[config.mk]
export PLATFORM = sky130hd
export DESIGN_NAME = pcs_tx_ordered_set_sequencer
export DESIGN_NICKNAME = d
export VERILOG_FILES = /design/src/rtl/pcs_pkg.sv /design/src/rtl/pcs_sat_counter.sv /design/src/rtl/pcs_tx_ordered_set_sequencer.sv
export SDC_FILE = /design/constraint.sdc
export NUM_CORES = 1
export LEC_CHECK = 0
export CORE_AREA = 3 3 40 42
export CTS_CLUSTER_DIAMETER = 50
export DETAILED_ROUTE_END_ITERATION = 7
export DIE_AREA = 0 0 43 45
export PLACE_DENSITY = 0.78
export SLEW_MARGIN = 40
export SYNTH_ARGS = -nofsm -noshare
export SYNTH_HDL_FRONTEND = slang
export SYNTH_SLANG_ARGS = --single-unit
[constraint.sdc]
create_clock -name clk -period 2.7 [get_ports clk]
set_clock_uncertainty 0.1 [all_clocks]
set_input_delay 0.54 -clock clk [delete_from_list [all_inputs] [get_ports clk]]
set_output_delay 0.54 -clock clk [all_outputs]
set_load 0.01 [all_outputs]
[src/rtl/pcs_pkg.sv]
// Shared PCS transmit definitions: one-hot ordered sets, K-code octets and
// the ordered-set sequencer state encoding.
package pcs_pkg;

  localparam logic [4:0] OS_R = 5'b00001;
  localparam logic [4:0] OS_S = 5'b00010;
  localparam logic [4:0] OS_T = 5'b00100;
  localparam logic [4:0] OS_D = 5'b01000;
  localparam logic [4:0] OS_I = 5'b10000;

  localparam logic [7:0] K28_5 = 8'hBC;
  localparam logic [7:0] K27_7 = 8'hFB;
  localparam logic [7:0] K29_7 = 8'hFD;
  localparam logic [7:0] K23_7 = 8'hF7;

  typedef enum logic [2:0] {
    IDLE_A,
    IDLE_B,
    SOP,
    DATA,
    EOP_T,
    EPD_R1,
    EPD_R2
  } seq_state_t;

  function automatic logic [4:0] o_set_of(input seq_state_t s);
    case (s)
      SOP:            return OS_S;
      DATA:           return OS_D;
      EOP_T:          return OS_T;
      EPD_R1, EPD_R2: return OS_R;
      default:        return OS_I;
    endcase
  endfunction

endpackage

[src/rtl/pcs_sat_counter.sv]
// Saturating up-counter with synchronous clear.
module pcs_sat_counter #(
  parameter int unsigned CNT_W = 16
) (
  input  logic             clk,
  input  logic             clear,
  input  logic             inc,
  output logic [CNT_W-1:0] count
);

  always_ff @(posedge clk) begin
    if (clear) begin
      count <= '0;
    end else if (inc && (count != '1)) begin
      count <= count + CNT_W'(1);
    end
  end

endmodule

[src/rtl/pcs_tx_ordered_set_sequencer.sv]
// PCS transmit ordered-set sequencer (I/S/D/T/R) feeding the 8b/10b encoder.
// Define PCS_TX_STATS_EN to add saturating packet/drop statistics counters.
module pcs_tx_ordered_set_sequencer
  import pcs_pkg::*;
#(
  parameter int unsigned CNT_W = 16
) (
  input  logic             clk,
  input  logic             mr_main_reset,
  input  logic             TX_EN,
  input  logic [7:0]       TXD,
  output logic [4:0]       tx_o_set,
  output logic [7:0]       tx_txd,
  output logic             tx_pos_odd,
  output logic             transmitting
`ifdef PCS_TX_STATS_EN
  ,
  output logic [CNT_W-1:0] pkt_count,
  output logic [CNT_W-1:0] drop_count
`endif
);

  seq_state_t state;

  // Parity is a free-running toggle; the FSM keeps IDLE_A and SOP on even slots.
  always_ff @(posedge clk) begin
    if (mr_main_reset) begin
      state      <= IDLE_A;
      tx_txd     <= K28_5;
      tx_pos_odd <= 1'b0;
    end else begin
      tx_pos_odd <= ~tx_pos_odd;
      case (state)
        IDLE_A: begin
          state  <= IDLE_B;
          tx_txd <= K28_5;
        end
        IDLE_B: begin
          if (TX_EN) begin
            state  <= SOP;
            tx_txd <= K27_7;
          end else begin
            state  <= IDLE_A;
            tx_txd <= K28_5;
          end
        end
        SOP, DATA: begin
          if (TX_EN) begin
            state  <= DATA;
            tx_txd <= TXD;
          end else begin
            state  <= EOP_T;
            tx_txd <= K29_7;
          end
        end
        EOP_T: begin
          state  <= EPD_R1;
          tx_txd <= K23_7;
        end
        EPD_R1: begin
          // An /R/ on an even slot needs a second /R/ so idles restart even.
          if (tx_pos_odd) begin
            state  <= IDLE_A;
            tx_txd <= K28_5;
          end else begin
            state  <= EPD_R2;
            tx_txd <= K23_7;
          end
        end
        default: begin
          state  <= IDLE_A;
          tx_txd <= K28_5;
        end
      endcase
    end
  end

  assign tx_o_set     = o_set_of(state);
  assign transmitting = (state != IDLE_A) && (state != IDLE_B);

`ifdef PCS_TX_STATS_EN
  logic pkt_inc;
  logic drop_inc;

  assign pkt_inc  = TX_EN && (state == IDLE_B);
  assign drop_inc = TX_EN && ((state == IDLE_A) || (state == EOP_T) ||
                              (state == EPD_R1) || (state == EPD_R2));

  pcs_sat_counter #(.CNT_W(CNT_W)) u_pkt_cnt (
    .clk   (clk),
    .clear (mr_main_reset),
    .inc   (pkt_inc),
    .count (pkt_count)
  );

  pcs_sat_counter #(.CNT_W(CNT_W)) u_drop_cnt (
    .clk   (clk),
    .clear (mr_main_reset),
    .inc   (drop_inc),
    .count (drop_count)
  );
`else
  if (CNT_W == 0) begin : g_no_stats
  end
`endif

endmodule

==> impl_metrics.tcl, run 1 <==
set metrics [dict create \
    clock_insertion_delay_worst_skew_ps 280 \
    yosysWarningCount 0 \
    cts_sinks 12 \
    utilization 0.619 \
    postSynthRegisterBits 12 \
    synth-seq-area-share 0.471 \
    netlist_area_um2 510 \
    area_contributors_post_synth "sky130_fd_sc_hd__dfxtp_1 47%, sky130_fd_sc_hd__a21oi_1 4.9%, sky130_fd_sc_hd__nand3_1 3.9%" \
    synthesized_area_divided_by_synthesized_cell_count_um2 9.28 \
    clockRootBuffer "sky130_fd_sc_hd__clkbuf_4" \
    detail_route.iter0.violations 7 \
    die_area_mm2 0.00194 \
    die_y_um 45 \
    finalHoldViolCount 0 \
    holdCritPathClass "reg2reg" \
    worst-endpoint-required_ps 2060 \
    worst_path_max_delay_cell "sky130_fd_sc_hd__dfxtp_1" \
    wire_length_of_the_first_global_routing_pass_um 2160 \
    avgViaCountPerCell 4.85 \
    congestion_overflow_gr 0 \
    mappedNetlistNets 66 \
    powerDensity_mw_per_mm2 519 \
    count_of_antenna_diodes_in_the_layout 0 \
    setup_total_negative_slack_ps 0 \
    route.detailed.wl_per_inst_um 12.8 \
    global_route.usage.total 0.152 \
    vias 466 \
    clockBufferDepth 2 \
    cts_post_setup_buffers_inserted 0 \
    signed_area_change_from_the_synthesized_netlist_to_the_final_layout_pct 55.9 \
    top_level_ports 26 \
    total_power_mw 0.413 \
    crit_path_end_kind "output port" \
    worst-slew-pin-transition_ps 467 \
    clock_tree_from_tritoncts "built" \
    cts-buffers-inserted 3 \
    drive_above_1_share 0.0988 \
    critical_path.max_stage_delay_ps 610 \
    finalNetCount 93 \
    first_pass_iters 4 \
    postSynthCellCount 55 \
    cts.repair.resized 0 \
    first_global_vias 500 \
    worst-setup-path-type "reg2out" \
    slew_viol_final 0 \
    ir_worst_vdd_mv 0.383 \
    final_critical_path_setup_slack_ps 193 \
    max-slew-margin-rel 0.688 \
    cell_family_with_the_largest_share_of_critical_path_delay "flip-flops" \
    core_mm2 0.00128 \
    finalWirelength_um 1230 \
    chipWidth_um 43 \
    critical_path.startpoint_type "flip-flop" \
    endpoint "tx_o_set[1]" \
    critical_path_cell_sequence "nor2b_1 -> nor2b_1 -> clkdlybuf4s50_1" \
    worstSetupPathDepth 3 \
    worstPathMaxFanout 11 \
    detail_route.drc_violations 0 \
    worst_reg2reg_endpoint "tx_txd[1]" \
    reg2reg_slack_ps 1210 \
    multi_input_area_um2 243 \
    clock.fmax_ghz 0.399 \
    path_common_cell "sky130_fd_sc_hd__nor2b_1" \
    initial_core_util 0.397 \
    ant_nets 0 \
    initial_antenna_violation_count 0 \
    setup_viols_final 0 \
    period_share 0.928 \
    register_to_register_path_depth 3 \
    rr_startpoint "state[1]" \
    area.sequential_um2 240 \
    synth_top_area_share 0.471 \
    cp.buffers_inverters 1 \
    netlist.top_cell.by_area "sky130_fd_sc_hd__dfxtp_1" \
    detailedPlace.worstSlack_ps 496 \
    fp-row-count 13 \
    clkTransAtPathRegs_ps 70 \
    cts_htree_levels 1 \
    ys_types 24 \
    hpwl_um 915 \
    filler_cell_count 123 \
    finalCriticalPeriod_ps 2510 \
    postCtsHoldBufs 0 \
    critical_path_arrival_ps 1870 \
    place.port_buffers 25 \
    rsz0062_at_grt "false" \
    crit_path_start "state[1]" \
    maxCapViolCount 0 \
    outcome "complete, no violations" \
    grt_max_degree 13 \
    leakage_nw 0.304 \
    place.gp.congestion 0.774 \
]
-- sequential cells by signal, indices dropped and copies added, names as in the netlist --
| register | count |
|---|---|
| tx_pos_odd | 1 |
| tx_txd | 8 |
| state | 3 |
-- layout make-up --
type	instances	share of cell area
clock buffers	4	0.0456
inverters	2	0.00943
multi-input cells	38	0.305
flip-flops and latches	12	0.302
well taps	15	0.0236
repair buffers	25	0.314
-- worst register-to-register path: stages (launching register included) --
cell and delay, ps:
sky130_fd_sc_hd__dfxtp_1 610, sky130_fd_sc_hd__nor2b_1 290, sky130_fd_sc_hd__nand3_1 130, sky130_fd_sc_hd__a311oi_2 270
-- kinds of logic (layout without fill, tap and decap cells) --
| family | count (synthesis) | in the layout | share of synthesized area |
|---|---|---|---|
| buffers and inverters | 5 | 31 | 0.0539 |
| AO/OA/AOI/OAI | 9 | 9 | 0.127 |
| AND/OR/NAND/NOR | 28 | 28 | 0.331 |
| XOR/XNOR | 1 | 1 | 0.0172 |
| flip-flops | 12 | 12 | 0.471 |
-- cell usage in the layout, fill, tap and decap left out --
cell	count
sky130_fd_sc_hd__or2_1	1
sky130_fd_sc_hd__nand3b_1	1
sky130_fd_sc_hd__nand2b_1	1
sky130_fd_sc_hd__or3_1	3
sky130_fd_sc_hd__and2_1	1
sky130_fd_sc_hd__nand3_1	4
sky130_fd_sc_hd__nor2b_4	1
sky130_fd_sc_hd__a2bb2oi_1	1
sky130_fd_sc_hd__nor2b_1	2
sky130_fd_sc_hd__nand3b_4	1
sky130_fd_sc_hd__a21oi_1	5
sky130_fd_sc_hd__nor2_1	5
sky130_fd_sc_hd__clkdlybuf4s50_1	25
sky130_fd_sc_hd__dfxtp_1	12
sky130_fd_sc_hd__nand2_1	4
sky130_fd_sc_hd__a211o_1	1
sky130_fd_sc_hd__a21o_1	1
sky130_fd_sc_hd__a311oi_2	1
sky130_fd_sc_hd__or2_4	1
sky130_fd_sc_hd__inv_1	2
sky130_fd_sc_hd__clkbuf_4	3
sky130_fd_sc_hd__xnor2_1	1
sky130_fd_sc_hd__clkbuf_8	1
sky130_fd_sc_hd__nor3_1	3
-- per-stage QoR --
step	hold WS, ps	cell area, um^2	instances
after detailed placement	347	759	92
final	379	796	96
after global placement	338	759	92
after CTS	390	796	96
after floorplan	361	510	55
after global routing	422	796	96
-- power by group --
group / switching, mW / internal [mW] / total [mW]
logic: 0.0284 / 0.0450 / 0.0734
registers: 0.0108 / 0.186 / 0.197
clock network: 0.0610 / 0.0820 / 0.143
total: 0.100 / 0.313 / 0.413
-- worst min path at each step --
| stage | from | end | slack, ps | depth (start not counted) |
|---|---|---|---|---|
| 2_1_floorplan | tx_pos_odd | tx_pos_odd | 360 | 1 |
| 3_3_place_gp | tx_pos_odd | tx_pos_odd | 340 | 1 |
| 3_5_place_dp | tx_pos_odd | tx_pos_odd | 350 | 1 |
| 4_1_cts | tx_pos_odd | tx_pos_odd | 390 | 1 |
| 5_1_grt | tx_pos_odd | tx_pos_odd | 420 | 1 |
| 6_report | tx_pos_odd | tx_pos_odd | 380 | 1 |
-- Yosys cell counts (all sizes together) --
| master | count |
|---|---|
| dfxtp | 12 |
| a21oi | 5 |
| nor2 | 5 |
| nand2 | 4 |
| nand3 | 4 |
| nor2b | 3 |
| nor3 | 3 |
| or3 | 3 |
| buf | 2 |
| inv | 2 |
| nand3b | 2 |
| or2 | 2 |
| a211o | 1 |
| a21o | 1 |
| a2bb2oi | 1 |
| a311oi | 1 |
| and2 | 1 |
| clkbuf | 1 |
| nand2b | 1 |
| xnor2 | 1 |
-- metal layers --
layer | vias up | global-route usage | wire length, um
met5 | - | 0 | 0
met4 | 0 | 0.0482 | 5
met3 | 2 | 0.0757 | 130
met2 | 26 | 0.254 | 606
met1 | 200 | 0.169 | 488
li1 | 238 | - | -
Note: power is estimated with default switching activity, not from simulation.
==> inputs of run 2 (changes only) <==
--- a/config.mk
+++ b/config.mk
@@ -10,6 +10,7 @@
 export DETAILED_ROUTE_END_ITERATION = 7
 export DIE_AREA = 0 0 43 45
 export PLACE_DENSITY = 0.78
+export REMOVE_ABC_BUFFERS = 1
 export SLEW_MARGIN = 40
 export SYNTH_ARGS = -nofsm -noshare
 export SYNTH_HDL_FRONTEND = slang
==> impl_metrics.tcl, run 2 (same netlist as run 1, synthesis figures left out) <==
set metrics [dict create \
    cts_post_setup_buffers_inserted 0 \
    largest-register "tx_txd" \
    finalHoldViolCount 0 \
    critical_path_cell_sequence "nor2b_1 -> nor2b_1 -> clkdlybuf4s50_1" \
    clockBufferDepth 2 \
    worst-endpoint-required_ps 2060 \
    fp-row-count 13 \
    core_mm2 0.00128 \
    leading_cell_types_in_the_layout_fill_and_taps_excluded "25 x sky130_fd_sc_hd__clkdlybuf4s50_1, 12 x sky130_fd_sc_hd__dfxtp_1, 5 x sky130_fd_sc_hd__nor2_1, 5 x sky130_fd_sc_hd__a21oi_1" \
    cts-buffers-inserted 3 \
    postCtsHoldBufs 0 \
    most_common_library_cell_in_the_layout_ignoring_fill_and_taps "sky130_fd_sc_hd__clkdlybuf4s50_1" \
    ant_nets 0 \
    detail_route.drc_violations 0 \
    initial_core_util 0.397 \
    cts.repair.resized 0 \
    path_common_cell "sky130_fd_sc_hd__nor2b_1" \
    setup_total_negative_slack_ps 0 \
    drive_above_1_share 0.0988 \
    maxCapViolCount 0 \
    cts_htree_levels 1 \
    cts_sinks 12 \
    grt_max_degree 13 \
    largest_reg_flops 8 \
    initial_antenna_violation_count 0 \
    signed_area_change_from_the_synthesized_netlist_to_the_final_layout_pct 55.9 \
    setup_viols_final 0 \
    slew_viol_final 0 \
    worstPathMaxFanout 11 \
    worst-setup-path-type "reg2out" \
    congestion_overflow_gr 0 \
    largestRegisters "tx_txd x8, state x3, tx_pos_odd x1" \
    period_share 0.944 \
    worstHoldPathCells 1 \
    finalCriticalPeriod_ps 2550 \
    clkTransAtPathRegs_ps 70 \
    worst_path_max_delay_cell "sky130_fd_sc_hd__dfxtp_1" \
    first_global_vias 454 \
    ir_worst_vdd_mv 0.259 \
    chipWidth_um 43 \
    holdCritPathClass "reg2reg" \
    route.detailed.wl_per_inst_um 12.1 \
    critical_path_arrival_ps 1910 \
    finalWirelength_um 1160 \
    worst-slew-pin-transition_ps 489 \
    rsz0062_at_grt "false" \
    die_area_mm2 0.00194 \
    wire_length_of_the_first_global_routing_pass_um 1900 \
    powerDensity_mw_per_mm2 511 \
    crit_path_end_kind "output port" \
    final_critical_path_setup_slack_ps 152 \
    clock_insertion_delay_worst_skew_ps 260 \
    utilization 0.619 \
    global_route.usage.total 0.131 \
    place.gp.congestion 0.801 \
    clock_tree_from_tritoncts "built" \
    critical_path.max_stage_delay_ps 630 \
    outcome "complete, no violations" \
    top_level_ports 26 \
    hpwl_um 852 \
    detailedPlace.worstSlack_ps 462 \
    detail_route.iter0.violations 4 \
    leakage_nw 0.304 \
    first_pass_iters 2 \
    avgViaCountPerCell 4.91 \
    critical_path.startpoint_type "flip-flop" \
    register_to_register_path_depth 3 \
    finalNetCount 93 \
    place.port_buffers 25 \
    vias 471 \
    clock.fmax_ghz 0.392 \
    die_y_um 45 \
    max-slew-margin-rel 0.673 \
    clockRootBuffer "sky130_fd_sc_hd__clkbuf_4" \
    count_of_antenna_diodes_in_the_layout 0 \
]
run 2: cell counts in the layout (fill, tap and decap cells not counted):
Identical to the previous run, type by type.
run 2: power breakdown:
group,leakage (nW),internal [mW],switching (mW)
Combinational,0.185,0.0450,0.0284
Clock,0.0210,0.0818,0.0552
Sequential,0.0983,0.186,0.0108
run 2: through the flow:
stage          instances  hold slack [ps]  area [um^2]  total power, mW
2_1_floorplan         52              361          490            0.230
3_3_place_gp          92              337          759            0.273
3_5_place_dp          92              348          759            0.274
4_1_cts               96              357          796            0.411
5_1_grt               96              371          796            0.427
6_report              96              355          796            0.407
run 2: final cells by class:
class                           count  area (um^2)
Multi-Input combinational cell     38          243
Fill cell                         129          489
Sequential cell                    12          240
Timing Repair Buffer               25          250
Inverter                            2         7.51
Tap cell                           15         18.8
Clock buffer                        4         36.3
run 2: layer usage:
metal / global-route usage / up-vias / routed length (um)
li1: - / 237 / -
met5: 0 / - / 0
met3: 0.0120 / 2 / 78
met2: 0.201 / 19 / 557
met4: 0.0904 / 0 / 16
met1: 0.175 / 213 / 505
run 2: critical path, delay by kind of cell, from the launching register on:
kind / cells / cell delay, ps
AND/OR/NAND/NOR: 2 / 470
buffers and inverters: 1 / 550
flip-flops: 1 / 630
run 2: final timing paths:
| kind | from | to | slack [ps] |
|---|---|---|---|
| setup / recovery | state[1] | tx_o_set[1] | 150 |
| hold / removal | tx_pos_odd | tx_pos_odd | 350 |
| setup reg to reg | state[1] | tx_txd[1] | 1190 |
| hold reg to reg | tx_pos_odd | tx_pos_odd | 350 |
==> inputs of run 3 (changes only) <==
--- a/config.mk
+++ b/config.mk
@@ -11,6 +11,7 @@
 export DIE_AREA = 0 0 43 45
 export PLACE_DENSITY = 0.78
 export REMOVE_ABC_BUFFERS = 1
+export SETUP_SLACK_MARGIN = 0.15
 export SLEW_MARGIN = 40
 export SYNTH_ARGS = -nofsm -noshare
 export SYNTH_HDL_FRONTEND = slang
==> impl_metrics.tcl, run 3 (same netlist as run 1, synthesis figures left out) <==
set metrics [dict create \
    cts-buffers-inserted 3 \
    global_route.usage.total 0.131 \
    crit_path_end_kind "output port" \
    filler_cell_count 130 \
    finalCriticalPeriod_ps 2380 \
    intPower_mw 0.313 \
    largestRegisters "tx_txd x8, state x3, tx_pos_odd x1" \
    congestion_overflow_gr 0 \
    largest_reg_flops 8 \
    clkTransAtPathRegs_ps 70 \
    cts.repair.resized 0 \
    fp-row-count 13 \
    leading_cell_types_in_the_layout_fill_and_taps_excluded "25 x sky130_fd_sc_hd__clkdlybuf4s50_1, 11 x sky130_fd_sc_hd__dfxtp_1, 5 x sky130_fd_sc_hd__nor2_1, 5 x sky130_fd_sc_hd__a21oi_1" \
    comb_power_share 0.180 \
    cts_htree_levels 1 \
    finalWirelength_um 1160 \
    outcome "complete, no violations" \
    finalNonFillerCells 96 \
    postCtsHoldBufs 0 \
    clock_insertion_delay_worst_skew_ps 260 \
    ant_nets 0 \
    highest_layer "met4" \
    rsz0062_at_grt "false" \
    critical_path.startpoint_type "flip-flop" \
    top_level_ports 26 \
    slew_viol_final 0 \
    ir_worst_vdd_mv 0.259 \
    finalNetCount 93 \
    sequential_share_of_power 0.483 \
    dpl.cell_count 92 \
    place.port_buffers 25 \
    met1_wl_um 487 \
    die_y_um 45 \
    clockBufferDepth 2 \
    signed_area_change_from_the_synthesized_netlist_to_the_final_layout_pct 56.1 \
    met3RoutedLength_um 85 \
    area.sequential_um2 241 \
    place.gp.congestion 0.801 \
    setup_viols_final 0 \
    critical_path_arrival_ps 1740 \
    avgViaCountPerCell 4.89 \
    setup_total_negative_slack_ps 0 \
    swShare 0.232 \
    portion_of_total_power_attributed_to_the_clock_network 0.337 \
    max-slew-margin-rel 0.718 \
    core_mm2 0.00128 \
    die_area_mm2 0.00194 \
    worst-endpoint-required_ps 2060 \
    period_share 0.882 \
    route.detailed.wl_per_inst_um 12.1 \
    drive_above_1_share 0.111 \
    holdCritPathClass "reg2reg" \
    switching_power_mw 0.0946 \
    count_of_antenna_diodes_in_the_layout 0 \
    route.met2.wl_um 569 \
    clockRootBuffer "sky130_fd_sc_hd__clkbuf_4" \
    first_pass_iters 4 \
    largest-register "tx_txd" \
    wire_length_of_the_first_global_routing_pass_um 1900 \
    vias 469 \
    maxCapViolCount 0 \
    grt_max_degree 13 \
    leakage_nw 0.305 \
    powerDensity_mw_per_mm2 511 \
    cts_post_setup_buffers_inserted 0 \
    detail_route.drc_violations 0 \
    detail_route.iter0.violations 5 \
    clock_tree_from_tritoncts "built" \
    chipWidth_um 43 \
    clock.fmax_ghz 0.420 \
    initial_core_util 0.397 \
    first_global_vias 454 \
    hpwl_um 852 \
    cts_sinks 12 \
    finalHoldViolCount 0 \
    worst-setup-path-type "reg2out" \
    most_common_library_cell_in_the_layout_ignoring_fill_and_taps "sky130_fd_sc_hd__clkdlybuf4s50_1" \
    worst-slew-pin-transition_ps 421 \
    initial_antenna_violation_count 0 \
    worstPathMaxFanout 11 \
    multi_input_area_um2 243 \
]
run 3: cell counts in the layout (fill, tap and decap cells not counted):
Identical to the previous run, type by type.
run 3: power by group through the flow:
stage          registers, mW  clock network [mW]  logic, mW
4_1_cts                0.197               0.140     0.0741
2_1_floorplan          0.202                   0     0.0286
3_5_place_dp           0.201                   0     0.0736
6_report               0.197               0.137     0.0734
3_3_place_gp           0.200                   0     0.0725
5_1_grt                0.199               0.149     0.0794
run 3: per-layer routing:
layer  track usage  vias to the layer above
li1              -                      236
met1         0.175                      208
met2         0.201                       23
met3        0.0120                        2
met4        0.0904                        0
met5             0                        -
run 3: worst max-delay path, cell delays in order (launching register included):
cell and delay (ps):
sky130_fd_sc_hd__dfxtp_2 480, sky130_fd_sc_hd__nor2b_1 280, sky130_fd_sc_hd__nor2b_1 170, sky130_fd_sc_hd__clkdlybuf4s50_1 550
run 3: layout make-up:
type | instances | area share
clock buffer | 4 | 0.0455
inverter | 2 | 0.00942
multi-input combinational | 38 | 0.305
sequential | 12 | 0.303
tap | 15 | 0.0235
timing repair buffer | 25 | 0.314
run 3: final timing paths:
check        startpoint          end  slack, ps  depth (start not counted)
max            state[1]  tx_o_set[1]        320                          3
min          tx_pos_odd   tx_pos_odd        360                          1
max reg2reg    state[1]    tx_txd[1]       1370                          3
min reg2reg  tx_pos_odd   tx_pos_odd        360                          1
run 3: stage by stage:
stage | util | total power, mW | cell area, um^2 | hold WS, ps | setup WS (ps)
floorplan | - | 0.230 | 490 | 361 | 1030
detailed placement | 0.591 | 0.274 | 759 | 348 | 462
CTS | 0.619 | 0.411 | 796 | 357 | 152
global route | 0.620 | 0.427 | 797 | 370 | 222
global placement | 0.591 | 0.273 | 759 | 337 | 517
finish | 0.620 | 0.407 | 797 | 361 | 319
